[config.mk]
export PLATFORM = sky130hd
export DESIGN_NAME = serial_add_ctrl
export DESIGN_NICKNAME = d
export VERILOG_FILES = /design/src/rtl/serial_add_ctrl.sv
export SDC_FILE = /design/constraint.sdc
export NUM_CORES = 1
export LEC_CHECK = 0
export ABC_AREA = 1
export BUFFER_PORTS_ARGS = -buffer_cell sky130_fd_sc_hd__buf_2
export CORE_ASPECT_RATIO = 0.8
export CORE_MARGIN = 3
export CORE_UTILIZATION = 50
export CTS_CLUSTER_DIAMETER = 30
export DETAILED_ROUTE_END_ITERATION = 8
export PLACE_DENSITY = 0.83
export REMOVE_ABC_BUFFERS = 1
export SYNTH_ARGS = -nofsm -noshare
export SYNTH_HDL_FRONTEND = slang
export SYNTH_SLANG_ARGS = --single-unit
[constraint.sdc]
create_clock -name clk -period 1.7 [get_ports clk]
set_input_delay 0.17 -clock clk [delete_from_list [all_inputs] [get_ports clk]]
set_output_delay 0.17 -clock clk [all_outputs]
set_load 0.01 [all_outputs]
[src/rtl/serial_add_ctrl.sv]
// Bit-serial adder/subtractor: one bit per clock, LSB first, through a single full adder.
// Results and flags are registered on the last bit and held until the next completion.
module serial_add_ctrl #(
    parameter int WIDTH = 8
) (
    input  logic             clk,
    input  logic             rst_n,
    input  logic             start,
    input  logic             sub,
    input  logic [WIDTH-1:0] a_in,
    input  logic [WIDTH-1:0] b_in,
    output logic             busy,
    output logic             done,
    output logic [WIDTH-1:0] sum,
    output logic             cout,
    output logic             ovf,
    output logic             zero
);

    localparam int CW = $clog2(WIDTH + 1);

    typedef enum logic [1:0] {
        IDLE = 2'd0,
        RUN  = 2'd1,
        DONE = 2'd2
    } state_t;

    state_t           state_r;
    logic [WIDTH-1:0] a_sr_r;
    logic [WIDTH-1:0] b_sr_r;
    logic [WIDTH-1:0] res_sr_r;
    logic             carry_r;
    logic [CW-1:0]    cnt_r;
    logic             busy_r;
    logic             done_r;
    logic [WIDTH-1:0] sum_r;
    logic             cout_r;
    logic             ovf_r;
    logic             zero_r;

    logic             bit_s;
    logic             carry_next_s;
    logic [WIDTH-1:0] res_next_s;
    logic             last_bit_s;

    function automatic logic majority3(input logic x, input logic y, input logic z);
        return (x & y) | (x & z) | (y & z);
    endfunction

    // One-bit full adder slice and the result word as it will look after this edge
    always_comb begin
        bit_s        = a_sr_r[0] ^ b_sr_r[0] ^ carry_r;
        carry_next_s = majority3(a_sr_r[0], b_sr_r[0], carry_r);
        res_next_s   = {bit_s, res_sr_r[WIDTH-1:1]};
        if (cnt_r == CW'(WIDTH - 1)) begin
            last_bit_s = 1'b1;
        end else begin
            last_bit_s = 1'b0;
        end
    end

    // Control FSM, datapath shift registers and registered outputs
    always_ff @(posedge clk or negedge rst_n) begin
        if (!rst_n) begin
            state_r  <= IDLE;
            a_sr_r   <= {WIDTH{1'b0}};
            b_sr_r   <= {WIDTH{1'b0}};
            res_sr_r <= {WIDTH{1'b0}};
            carry_r  <= 1'b0;
            cnt_r    <= {CW{1'b0}};
            busy_r   <= 1'b0;
            done_r   <= 1'b0;
            sum_r    <= {WIDTH{1'b0}};
            cout_r   <= 1'b0;
            ovf_r    <= 1'b0;
            zero_r   <= 1'b0;
        end else begin
            case (state_r)
                IDLE: begin
                    done_r <= 1'b0;
                    if (start) begin
                        // Subtraction is A + ~B + 1: the +1 enters as the initial carry
                        a_sr_r  <= a_in;
                        b_sr_r  <= sub ? ~b_in : b_in;
                        carry_r <= sub;
                        cnt_r   <= {CW{1'b0}};
                        busy_r  <= 1'b1;
                        state_r <= RUN;
                    end else begin
                        busy_r  <= 1'b0;
                        state_r <= IDLE;
                    end
                end
                RUN: begin
                    a_sr_r   <= {1'b0, a_sr_r[WIDTH-1:1]};
                    b_sr_r   <= {1'b0, b_sr_r[WIDTH-1:1]};
                    res_sr_r <= res_next_s;
                    carry_r  <= carry_next_s;
                    cnt_r    <= cnt_r + CW'(1);
                    if (last_bit_s) begin
                        // carry_r here is the carry into the MSB
                        busy_r  <= 1'b0;
                        done_r  <= 1'b1;
                        sum_r   <= res_next_s;
                        cout_r  <= carry_next_s;
                        ovf_r   <= carry_r ^ carry_next_s;
                        zero_r  <= (res_next_s == {WIDTH{1'b0}});
                        state_r <= DONE;
                    end else begin
                        busy_r  <= 1'b1;
                        done_r  <= 1'b0;
                        state_r <= RUN;
                    end
                end
                DONE: begin
                    busy_r  <= 1'b0;
                    done_r  <= 1'b0;
                    state_r <= IDLE;
                end
                default: begin
                    busy_r  <= 1'b0;
                    done_r  <= 1'b0;
                    state_r <= IDLE;
                end
            endcase
        end
    end

    assign busy = busy_r;
    assign done = done_r;
    assign sum  = sum_r;
    assign cout = cout_r;
    assign ovf  = ovf_r;
    assign zero = zero_r;

endmodule

Word-level counts from Yosys, hierarchy flattened

Index checks and enable logic that the tools add are counted.

Register bits: 44
Input bits: 20
Output and inout bits: 13
Word-level logic and storage cells: 48

Add/subtract/negate cells: 1
Equality and inequality tests: 3
Mux-type cells: 18
Bitwise gates (word level): 9
Reduce and logical (&&, ||, !) cells: 5

Operators with widths:

| operator                                                         | number |
|---|---|
| 8-bit case mux with 2 select lines                               | 2 |
| 8-bit two-way mux                                                | 3 |
| 8-bit zero test                                                  | 1 |
| 8-bit inverter                                                   | 1 |
| 4-bit case mux with 2 select lines                               | 1 |
| 1-bit two-way mux                                                | 7 |
| 4-bit by 1-bit adder with 4-bit output (second input constant)   | 1 |
| 4-bit by 3-bit == test with 1-bit output (second input constant) | 1 |
| 4-bit two-way mux                                                | 1 |
| 1-bit case mux with 2 select lines                               | 2 |
| 2-bit case mux with 2 select lines                               | 1 |
| 2-bit AND reduction                                              | 2 |
| 1-bit AND                                                        | 3 |
| 1-bit bitwise XOR                                                | 3 |
| 2-bit by 1-bit == test with 1-bit output (second input constant) | 1 |
| 2-bit zero test                                                  | 1 |
| 2-bit two-way mux                                                | 1 |
| 2-bit inequality test (second input constant)                    | 1 |
| 1-bit bitwise OR                                                 | 2 |
| 2-bit nonzero test                                               | 1 |

Logic depth before layout (Yosys ltp)

Gate-level depths: netlist of the first run.

Depth in word-level cells: 4
Depth in mapped cells: 7

Least setup slack after synthesis of the first run

Ideal clock, no wire load.

Path kind: register -> register
From: reg a_sr_r[0]
To: reg zero_r, in the netlist zero
Arrival: 1179 ps
Required time: 1635 ps
Slack: 456 ps
Cell stages (with the launch flop): 7
Path buffers: 0
Path through: dfrtp_1 fa_1 nor2_1 nand2_1 nor2_1 nand2_1 nand2_1

Cells in the longest elaborated chain, start to end: 3

RTL lines:

| item                            | RTL line | text |
|---|---|---|
| start, declared                 | 29       | `logic [WIDTH-1:0] a_sr_r;` |
| start signal, assigned          | 66       | `a_sr_r <= {WIDTH{1'b0}};` |
| start signal, assigned          | 83       | `a_sr_r <= a_in;` |
| start signal, assigned          | 95       | `a_sr_r <= {1'b0, a_sr_r[WIDTH-1:1]};` |
| 1-bit bitwise XOR (2 in series) | 52       | `bit_s = a_sr_r[0] ^ b_sr_r[0] ^ carry_r;` |
| net bit_s                       | 41       | `logic bit_s;` |
| 8-bit zero test                 | 107      | `zero_r <= (res_next_s == {WIDTH{1'b0}});` |
| end signal, assigned            | 107      |  |
| end, declared                   | 39       | `logic zero_r;` |

The timed path passes the listed nets, and every way through them passes these cells.
A chain may end at the register's enable or synchronous reset.

Worst setup path after layout of the first run

From: reg cnt_r[0]
To: reg sum_r[1], in the netlist sum[1]

Cells in the longest elaborated chain, start to end: 3

RTL lines:

| item                                     | RTL line | text |
|---|---|---|
| start, declared                          | 33       | `logic [CW-1:0] cnt_r;` |
| start signal, assigned                   | 70       | `cnt_r <= {CW{1'b0}};` |
| start signal, assigned                   | 86       | `cnt_r <= {CW{1'b0}};` |
| start signal, assigned                   | 99       | `cnt_r <= cnt_r + CW'(1);` |
| 4-bit by 3-bit == test with 1-bit output | 55       | `if (cnt_r == CW'(WIDTH - 1)) begin` |
| 1-bit two-way mux                        | 55       |  |
| 2-bit AND reduction (no source line)     | -        |  |
| end signal, assigned                     | 73       | `sum_r <= {WIDTH{1'b0}};` |
| end signal, assigned                     | 104      | `sum_r <= res_next_s;` |
| end, declared                            | 36       | `logic [WIDTH-1:0] sum_r;` |

Every way passes these cells.

==> results.ini, run 1 <==
[floorplanning]
core_area_mm2=0.00357
io_pins=33
fp-row-count=19
fp.dieArea_mm2=0.00463
die_height_um=61.5
die_w_um=75.4
start_util_pct=54.0

[logic_synthesis]
syn_inst=245
synth.avg_cell_area_um2=7.85
synth_adder_area_share_pct=1.69
netlist.area_leader.share_pct=53.3
synth_top_family_by_area=simple AND/OR/NAND/NOR gates
synth-simple-area-share_pct=31.3
ys_seq_area_share_pct=53.3
synth-xor-area-share_pct=0.910
yosys.area.top_type=dfrtp_1
yosysWarnings=0
synthMuxAreaShare_pct=0
synth.cell_area_mm2=0.00192
synth_compound_area_share_pct=6.57
ys_seq_elements=41
synth_cell_type_count=19
synth_area_leaders=dfrtp_1 53%, nand2_1 26%, inv_1 3.7%

[global_route]
use_met3_pct=4.40
grt_pass1_vias=1472
grt_max_degree=24
grt_pass1_wl_mm=6.38
use_met1_pct=24.9
track_usage_pct=18.7
grt_overflow_total=0
use_met2_pct=29.0
busiest_layer=met2
antenna_found_initial=0

[place]
portBuffers=32
dpl.hpwl_mm=2.75
gp_congestion=0.784
placed_area_mm2=0.00214

[critical_path]
worstPathRequired_ns=1.90
path_max_fanout=19
crit_type=flop to flop
end_kind=flop
cp.arrival_ns=1.66
cp-start-kind=flop

[clocking]
cts_root_buffer=clkbuf_8
cts.clk_slew.worst_paths_ns=0.07
ctsHtreeMaxLevel=2
cts_sinks=41
cts-buffers-inserted=5
insertion_delay_ns=0.30
cts_tree=built
postCtsSetupBuffers=0
clockBufferDepth=2

[job]
drv_cap=0

[timing]
final.setup_skew_ns=0.00843
setup_viol=0
max_freq_mhz=687
slew_violations=0
period_minus_slack_ns=1.46
relSlewSlack_pct=71.1
worst_pin_slew_ns=0.433
rsz0062_at_grt=no
final_hold_viol_count=0
period_share_pct=85.6

[final_layout]
layout_common_cells=131 x nand2_1, 41 x dfrtp_1, 32 x buf_2
final_util_pct=63.3
drive_above_1_share_pct=19.4
syn_to_final_growth_pct=17.3
final_nets=305
fill_cells=307
antennaDiodeCount=0
final_common_cell=nand2_1
fin_area_mm2=0.00226

[drt]
drt-initial-drc-count=109
routed-via-count=1598
firstDrtPassIters=4
antenna_left=0
drc=0
wl_per_cell_um=11.6
avgViaCountPerCell=4.92
wl_mm=3.76

[run_status]
outcome=finished, final reports clean

[power]
powerDensity_mw_per_mm2=1740
ir_drop_mv=0.733
leakage_nw=1.27

[min_path]
hold_path_class=input port to flop

[power breakdown]
part / internal, mW / switching (mW)
Combinational: 0.572 / 0.932
Sequential: 1.39 / 0.286
Clock: 0.426 / 0.320
[routing by layer]
| layer | up-vias | part of all wire (%) |
|---|---|---|
| li1 | 824 | - |
| met4 | 0 | 2.2 |
| met5 | - | 0 |
| met3 | 8 | 4.2 |
| met1 | 739 | 48 |
| met2 | 27 | 45 |
[cell families (layout without fill, tap and decap cells)]
| group | Yosys count | count (layout) |
|---|---|---|
| and+or+nand+nor | 153 | 153 |
| DFF | 41 | 41 |
| buffers and inverters | 27 | 65 |
| AOI/OAI and AO/OA | 20 | 20 |
| adders and majority gates | 2 | 2 |
| xor gates and xnor gates | 2 | 2 |
[final cells by class]
class / instances / area, um2 / area share [%]
multi-input combinational: 177 / 779 / 34.5
inverter: 20 / 75.1 / 3.33
clock buffer: 5 / 68.8 / 3.05
clock inverter: 2 / 35.0 / 1.55
timing repair buffer: 38 / 220 / 9.76
tap: 42 / 52.6 / 2.33
sequential: 41 / 1030 / 45.5
[worst max-delay path, cell delays in order, from the launching register on]
cell,delay (ns)
dfrtp_1,0.41
ha_1,0.21
nand2_1,0.09
nor2_2,0.12
nand2_2,0.26
o21ai_0,0.27
[registers in the layout (all words and copies together), names as in the netlist]
register,count
done,1
zero,1
state_r,1
cnt_r,4
a_sr_r,8
ovf,1
res_sr_r,7
cout,1
carry_r,1
sum,8
b_sr_r,8
[per-stage QoR]
stage / worst slack, ns / instances / hold slack, ns / total power [mW] / TNS [ns]
global placement: 0.365 / 317 / 0.136 / 3.13 / 0
global route: 0.0926 / 325 / 0.0895 / 4.27 / 0
finish: 0.245 / 325 / 0.0648 / 3.93 / 0
floorplan: -0.0608 / 238 / -0.126 / 2.66 / -0.487
detailed placement: 0.256 / 317 / 0.137 / 3.21 / 0
CTS: 0.237 / 325 / 0.0612 / 3.97 / 0
[final timing paths]
path,cells past startpoint,endpoint,slack (ns),start
setup reg to reg,5,sum[1]$_DFFE_PN0P_,0.24,cnt_r[0]$_DFFE_PN0P_
min in group asynchronous,2,res_sr_r[7]$_DFFE_PN0P_,0.33,rst_n
max in group asynchronous,3,b_sr_r[7]$_DFFE_PN0P_,0.90,rst_n
hold / removal,3,a_sr_r[7]$_DFFE_PN0P_,0.06,a_in[7]
setup / recovery,5,sum[1]$_DFFE_PN0P_,0.24,cnt_r[0]$_DFFE_PN0P_
hold reg to reg,2,sum[2]$_DFFE_PN0P_,0.48,sum[2]$_DFFE_PN0P_
[timing repair]
item / 4_1_cts / 5_1_grt
resized for setup: 0 / 0
hold buffers: 1 / 0
hold endpoints to repair: 18 / 0
[cells in the mapped netlist]
cell type and number:
buf_2 5, buf_4 1, buf_6 1, dfrtp_1 41
fa_1 1, ha_1 1, inv_1 19, inv_2 1
nand2_1 131, nand2_2 1, nand3_1 11, nand4_1 1
nor2_1 7, nor2_2 1, nor2_4 1, o21ai_0 11
o21ai_1 2, o21ai_2 7, xnor2_1 2
Note: power is estimated with default switching activity, not from simulation.
==> run 2: changes to the inputs <==
- REMOVE_ABC_BUFFERS: 1 -> unset
==> run 2 against run 1 <==
  * First-iteration DRC count grew 45%
  * Sequential share of layout area shrank 0.25 points
  * Worst setup slack lost 0.018 ns
  * Global-route usage shrank 0.32 points
  * Wire length grew 4.6%
  * Design area grew 0.55%
  * Clock power grew 7.1%
  * Clock skew grew 0.0015 ns
  * Utilization grew 0.35 points
  * Via count grew 2.3%
  * Critical path type unchanged
  * Critical endpoint is now sum[3]$_DFFE_PN0P_
==> results.ini, run 2 (synthesis gave the netlist of run 1 again) <==
[min_path]
hold_path_class=input port to flop

[critical_path]
path_max_fanout=19  ; unchanged
r2r-start=cnt_r[0]$_DFFE_PN0P_
r2r_setup_slack_ns=0.23  ; -0.02 ns
cpMostUsedCell=nand2_1
cp.arrival_ns=1.65  ; about the same
worstPathRequired_ns=1.87  ; -0.03 ns
end_kind=flop
setup.worst_path.start=cnt_r[0]$_DFFE_PN0P_
crit_chain=ha_1, nand2_1, nor2_2, nand2_2, nand2_1, o21ai_2
crit_end=sum[3]$_DFFE_PN0P_
cp_slowest_cell=dfrtp_1
rr_worst_depth=6  ; +1
cp-start-kind=flop
reg2reg_to=sum[3]$_DFFE_PN0P_
slowest_delay_ns=0.41  ; about the same
crit_type=flop to flop

[timing]
tns_ns=0  ; unchanged
fin_ws_ns=0.226  ; -0.0185 ns
period_minus_slack_ns=1.47  ; +0.0185 ns
relSlewSlack_pct=69.0  ; -2.1 points
slew_violations=0  ; unchanged
worst_pin_slew_ns=0.462  ; +0.0285 ns
final_hold_viol_count=0  ; unchanged
setup_viol=0  ; unchanged
rsz0062_at_grt=no
max_freq_mhz=678  ; -1.3%
period_share_pct=86.7  ; +1.1 points
final.setup_skew_ns=0.00993  ; +0.00150 ns

[floorplanning]
core_area_mm2=0.00357  ; unchanged
start_util_pct=54.0  ; unchanged
fp-row-count=19  ; unchanged
die_w_um=75.4  ; unchanged
io_pins=33  ; unchanged
fp.dieArea_mm2=0.00463  ; unchanged
die_height_um=61.5  ; unchanged

[clocking]
cts-buffers-inserted=5  ; unchanged
cts.clk_slew.worst_paths_ns=0.08  ; about the same
ctsHtreeMaxLevel=2  ; unchanged
cts_sinks=41  ; unchanged
postCtsSetupBuffers=0  ; unchanged
insertion_delay_ns=0.29  ; about the same
cts_tree=built
clockBufferDepth=2  ; unchanged
cts_root_buffer=clkbuf_8

[job]
drv_cap=0  ; unchanged

[drt]
antenna_left=0  ; unchanged
firstDrtPassIters=4  ; unchanged
drt-initial-drc-count=158  ; +45%
routed-via-count=1635  ; +2.3%
wl_per_cell_um=12.1  ; +4.3%
wl_mm=3.93  ; +4.6%
avgViaCountPerCell=5.02  ; +2.0%
drc=0  ; unchanged

[global_route]
grt_pass1_wl_mm=6.28  ; -1.6%
track_usage_pct=18.4  ; -0.32 points
grt_max_degree=42  ; +75%
antenna_found_initial=0  ; unchanged
grt_overflow_total=0  ; unchanged
grt_pass1_vias=1388  ; -5.7%

[final_layout]
seqCellArea_mm2=0.00103  ; unchanged
multi_input_area_um2=779  ; unchanged
final_nets=305  ; unchanged
layout_common_cells=131 x nand2_1, 41 x dfrtp_1, 32 x buf_2
antennaDiodeCount=0  ; unchanged
syn_to_final_growth_pct=17.9
final_util_pct=63.6  ; +0.35 points
final_common_cell=nand2_1
fill_cells=292  ; -4.9%
drive_above_1_share_pct=19.4  ; -0.068 points

[logic_synthesis]
syn_nets=267

[place]
dpl.hpwl_mm=2.75  ; about the same
gp_congestion=0.800  ; +2.0%
dp_slack_ns=0.245  ; -0.0111 ns
portBuffers=32  ; unchanged

[run_status]
outcome=finished, final reports clean

[power]
powerDensity_mw_per_mm2=1760  ; +1.2%
leakage_nw=1.27  ; +0.35%
ir_drop_mv=0.758  ; +3.4%

-- run 2: changes by cell type in the layout (fill, tap and decap cells not counted) --
cell,previous run,this run
clkbuf_8,5,6
clkinv_2,1,0
clkbuf_1,0,1
-- run 2: timing repair --
action,4_1_cts,5_1_grt
hold endpoints to repair,41,0
gates resized for setup,0,0
hold buffers,1,0
-- run 2: worst max-delay path: cells and delay by family, from the launching register on --
family	cells	cell delay [ns]
fa+ha+maj	1	0.21
simple gates	4	0.67
flops	1	0.41
compound gates	1	0.06
-- run 2: power by group --
part / switching [mW] / internal (mW)
Combinational: 0.948 / 0.572
Sequential: 0.286 / 1.39
Clock: 0.320 / 0.479
-- run 2: worst min-delay path by stage --
stage / startpoint / end / slack, ns / depth (start not counted)
3_3_place_gp: rst_n / sum[1]$_DFFE_PN0P_ / 0.15 / 2
5_1_grt: a_in[7] / a_sr_r[7]$_DFFE_PN0P_ / 0.08 / 3
6_report: a_in[7] / a_sr_r[7]$_DFFE_PN0P_ / 0.07 / 3
2_1_floorplan: rst_n / a_sr_r[0]$_DFFE_PN0P_ / -0.13 / 0
4_1_cts: a_in[7] / a_sr_r[7]$_DFFE_PN0P_ / 0.07 / 3
3_5_place_dp: rst_n / sum[1]$_DFFE_PN0P_ / 0.16 / 2
-- run 2: metal layers --
| layer | wire length (um) | GRT usage (%) | vias up |
|---|---|---|---|
| met1 | 1830 | 26.0 | 769 |
| met3 | 167 | 3.92 | 7 |
| met2 | 1860 | 26.4 | 40 |
| li1 | - | - | 819 |
| met4 | 74 | 9.98 | 0 |
| met5 | 0 | 0 | - |
-- run 2: cell type report --
class / instances / area share [%]
Inverter: 20 / 3.31
Timing Repair Buffer: 38 / 9.70
Clock buffer: 7 / 3.80
Sequential cell: 41 / 45.2
Clock inverter: 1 / 1.32
Multi-Input combinational cell: 177 / 34.3
Tap cell: 42 / 2.32
-- run 2: metrics by stage --
stage               std cells  hold WS (ns)  instance area, um2  power (mW)
floorplan                 245        -0.126                1920        2.72
global placement          317         0.154                2140        3.13
detailed placement        317         0.156                2140        3.19
CTS                       326        0.0701                2270        4.02
global route              326        0.0781                2270        4.31
finish                    326        0.0742                2270        3.99
==> run 3: changes to the inputs <==
- ABC_AREA: 1 -> 0
- PLACE_DENSITY: 0.83 -> 0.84
- clock period: 1.7 -> 1.5 ns (I/O delays scaled with it)
==> run 3 against run 2 <==
  * Synthesized cell count decreased by 33%
  * Design area grew 3.0%
  * Global-route usage about the same
  * Critical endpoint is now sum[5]$_DFFE_PN0P_
  * Largest power group is now combinational cells
==> results.ini, run 3 <==
[global_route]
use_met2_pct=30.0  ; +3.6 points
grt_max_degree=24  ; -43%
grt_overflow_total=0  ; unchanged
use_met1_pct=22.5  ; -3.5 points
busiest_layer=met2
antenna_found_initial=0  ; unchanged
grt_pass1_wl_mm=6.04  ; -3.9%
track_usage_pct=18.4  ; +0.048 points
grt_pass1_vias=1325  ; -4.5%
use_met3_pct=5.13  ; +1.2 points

[logic_synthesis]
synth.avg_cell_area_um2=11.4  ; +45%
ys_seq_area_share_pct=54.7  ; +1.4 points
syn_inst=165  ; -33%
yosysWarnings=0  ; unchanged
synth_flop_cell=dfrtp_1
synth.most_common_cell=dfrtp_1
synth_cell_type_count=31  ; +12
synth_area_leaders=dfrtp_1 55%, nand2_1 6.6%, mux2_4 6.4%
synth_edf_count=0  ; unchanged
syn_nets=187  ; -30%
yosys.area.top_type=dfrtp_1
netlist.area_leader.share_pct=54.7  ; +1.4 points
synth.cell_area_mm2=0.00188  ; -2.5%
ys_seq_elements=41  ; unchanged
synthArstFlopShare_pct=100  ; unchanged
synth_commonest_cells=41 x dfrtp_1, 33 x nand2_1, 12 x o21ai_0

[power]
p_sw_mw=1.73  ; +11%
leakage_nw=1.13  ; -12%
seq_power_share_pct=40.4  ; -1.5 points
ir_drop_mv=0.936  ; +24%
sw_frac_of_total_pct=35.6  ; -3.4 points
p_int_mw=3.13  ; +28%
power_frac_clock_pct=18.6  ; -1.4 points
power.total_mw=4.85  ; +22%
powerDensity_mw_per_mm2=2080  ; +18%
pwr-share-comb_pct=41.0  ; +2.9 points

[final_layout]
final_common_cell=dfrtp_1
seqCellArea_mm2=0.00103  ; +0.12%
syn_to_final_growth_pct=24.6
antennaDiodeCount=0  ; unchanged
fill_cells=281  ; -3.8%
layout_common_cells=40 x dfrtp_1, 32 x nand2_1, 32 x buf_2
drive_above_1_share_pct=35.1  ; +16 points
multi_input_area_um2=805  ; +3.2%
final_nets=232  ; -24%

[drt]
avgViaCountPerCell=5.49  ; +9.4%
routed-via-count=1388  ; -15%
antenna_left=0  ; unchanged
wl_mm=3.69  ; -6.3%
firstDrtPassIters=4  ; unchanged
drt-initial-drc-count=42  ; -73%
wl_per_cell_um=14.6  ; +21%
drc=0  ; unchanged

[floorplanning]
die_w_um=74.5  ; -1.2%
io_pins=33  ; unchanged
core_area_mm2=0.00352  ; -1.3%
fp.dieArea_mm2=0.00453  ; -2.3%
start_util_pct=53.3  ; -0.66 points
die_height_um=60.8  ; -1.2%
fp-row-count=19  ; unchanged

[critical_path]
cp.arrival_ns=1.69  ; +0.04 ns
crit_type=flop to flop
worstPathRequired_ns=1.69  ; -0.18 ns
path_max_fanout=6  ; -13
reg2reg_to=sum[5]$_DFFE_PN0P_
setup.worst_path.start=cnt_r[1]$_DFFE_PN0P_
end_kind=flop
r2r-start=cnt_r[1]$_DFFE_PN0P_
rr_worst_depth=6  ; unchanged
crit_end=sum[5]$_DFFE_PN0P_
cp-start-kind=flop
r2r_setup_slack_ns=0.006  ; -0.22 ns

[timing]
final.setup_skew_ns=0.00569  ; -0.00425 ns
rsz0062_at_grt=yes
final_hold_viol_count=0  ; unchanged
worst_pin_slew_ns=0.443  ; -0.0191 ns
period_minus_slack_ns=1.49  ; +0.0201 ns
max_freq_mhz=669  ; -1.3%
slew_violations=0  ; unchanged
relSlewSlack_pct=70.5  ; +1.5 points
period_share_pct=99.6  ; +13 points
hold_slack_ns=0.139  ; +0.0648 ns
setup_viol=0  ; unchanged

[run_status]
outcome=finished, final reports clean

[clocking]
cts-buffers-inserted=5  ; unchanged
cts_tree=built
insertion_delay_ns=0.30  ; about the same
cts_sinks=41  ; unchanged
cts_root_buffer=clkbuf_8
clockBufferDepth=2  ; unchanged
ctsHtreeMaxLevel=2  ; unchanged
cts.clk_slew.worst_paths_ns=0.08  ; about the same

[min_path]
hold_depth=3  ; unchanged
hold_path_class=input port to flop

[job]
drv_cap=0  ; unchanged

[place]
portBuffers=32  ; unchanged
dpl.hpwl_mm=2.63  ; -4.4%
gp_congestion=0.757  ; -5.3%

[run 3: cell count changes in the layout (fill, tap and decap cells not counted), moves of 8 or more]
cell / previous run / this run
nand3_1: 11 / 2
inv_1: 19 / 2
mux2_4: 0 / 10
buf_4: 4 / 12
a22oi_1: 0 / 9
nand2_1: 131 / 32
[run 3: per-layer routing]
layer | share of wire (%) | routed length, um | up-vias
met5 | 0 | 0 | -
met4 | 2.2 | 82 | 0
met3 | 6.2 | 229 | 9
met2 | 47 | 1750 | 42
met1 | 44 | 1630 | 680
li1 | - | - | 657
[run 3: cell type report]
class / count / share of cell area [%]
Clock buffer: 5 / 2.94
Inverter: 2 / 0.321
Tap cell: 42 / 2.25
Multi-Input combinational cell: 111 / 34.4
Timing Repair Buffer: 49 / 14.1
Sequential cell: 41 / 44.0
Clock inverter: 3 / 1.98
[run 3: power by group through the flow]
stage                     registers (mW)  logic, mW  clock network (mW)
after floorplan                     1.92       1.27                   0
after global placement              1.93       1.78                   0
after detailed placement            1.95       1.88                   0
after CTS                           1.94       1.94               0.919
after global routing                2.04       2.21               0.962
final                               1.96       1.99               0.902
[run 3: kinds of logic (layout without fill, tap and decap cells)]
family                   Yosys count  in the layout  synth area share, %
AND/OR/NAND/NOR                   54             54                 13.3
flip-flops                        41             41                 54.7
AO/OA/AOI/OAI                     34             34                 12.9
buffers and inverters             13             59                 4.47
multiplexers                      12             12                 8.67
XOR/XNOR                           9              9                 4.20
adder cells (fa/ha/maj)            2              2                 1.73
[run 3: metrics by stage]
step / util, % / area, um2 / setup WS [ns] / TNS (ns) / cells
finish: 66.4 / 2340 / 0.00608 / 0 / 253
global placement: 60.7 / 2130 / 0.0557 / 0 / 241
floorplan: - / 1880 / 0.00234 / 0 / 165
detailed placement: 60.7 / 2130 / -0.00324 / -0.00324 / 241
global route: 66.4 / 2340 / -0.0452 / -0.174 / 253
CTS: 65.5 / 2310 / 0.00517 / 0 / 252
[run 3: worst min-delay path by stage]
stage,slack [ns],from,end
floorplan,-0.15,rst_n,a_sr_r[0]$_DFFE_PN0P_
global placement,0.11,rst_n,sum[2]$_DFFE_PN0P_
detailed placement,0.12,rst_n,sum[2]$_DFFE_PN0P_
CTS,0.13,a_in[1],a_sr_r[1]$_DFFE_PN0P_
global route,0.16,a_in[1],a_sr_r[1]$_DFFE_PN0P_
finish,0.14,a_in[6],a_sr_r[6]$_DFFE_PN0P_
[run 3: worst max-delay path: stages, from the launching register on]
cell and delay (ns):
dfrtp_1 0.40, ha_4 0.17, nand2_4 0.06, nor3_4 0.21, buf_6 0.14, buf_16 0.12
mux2_4 0.29
[run 3: timing repair]
| item | 4_1_cts | 5_1_grt |
|---|---|---|
| resized for setup | 3 | 10 |
| cloned | 1 | 0 |
| buffers inserted | 1 | 2 |
| hold buffers | 1 | 0 |
| pin swaps | 1 | 4 |
| setup endpoints to repair | 1 | 15 |
| endpoints found under the hold margin | 18 | 0 |
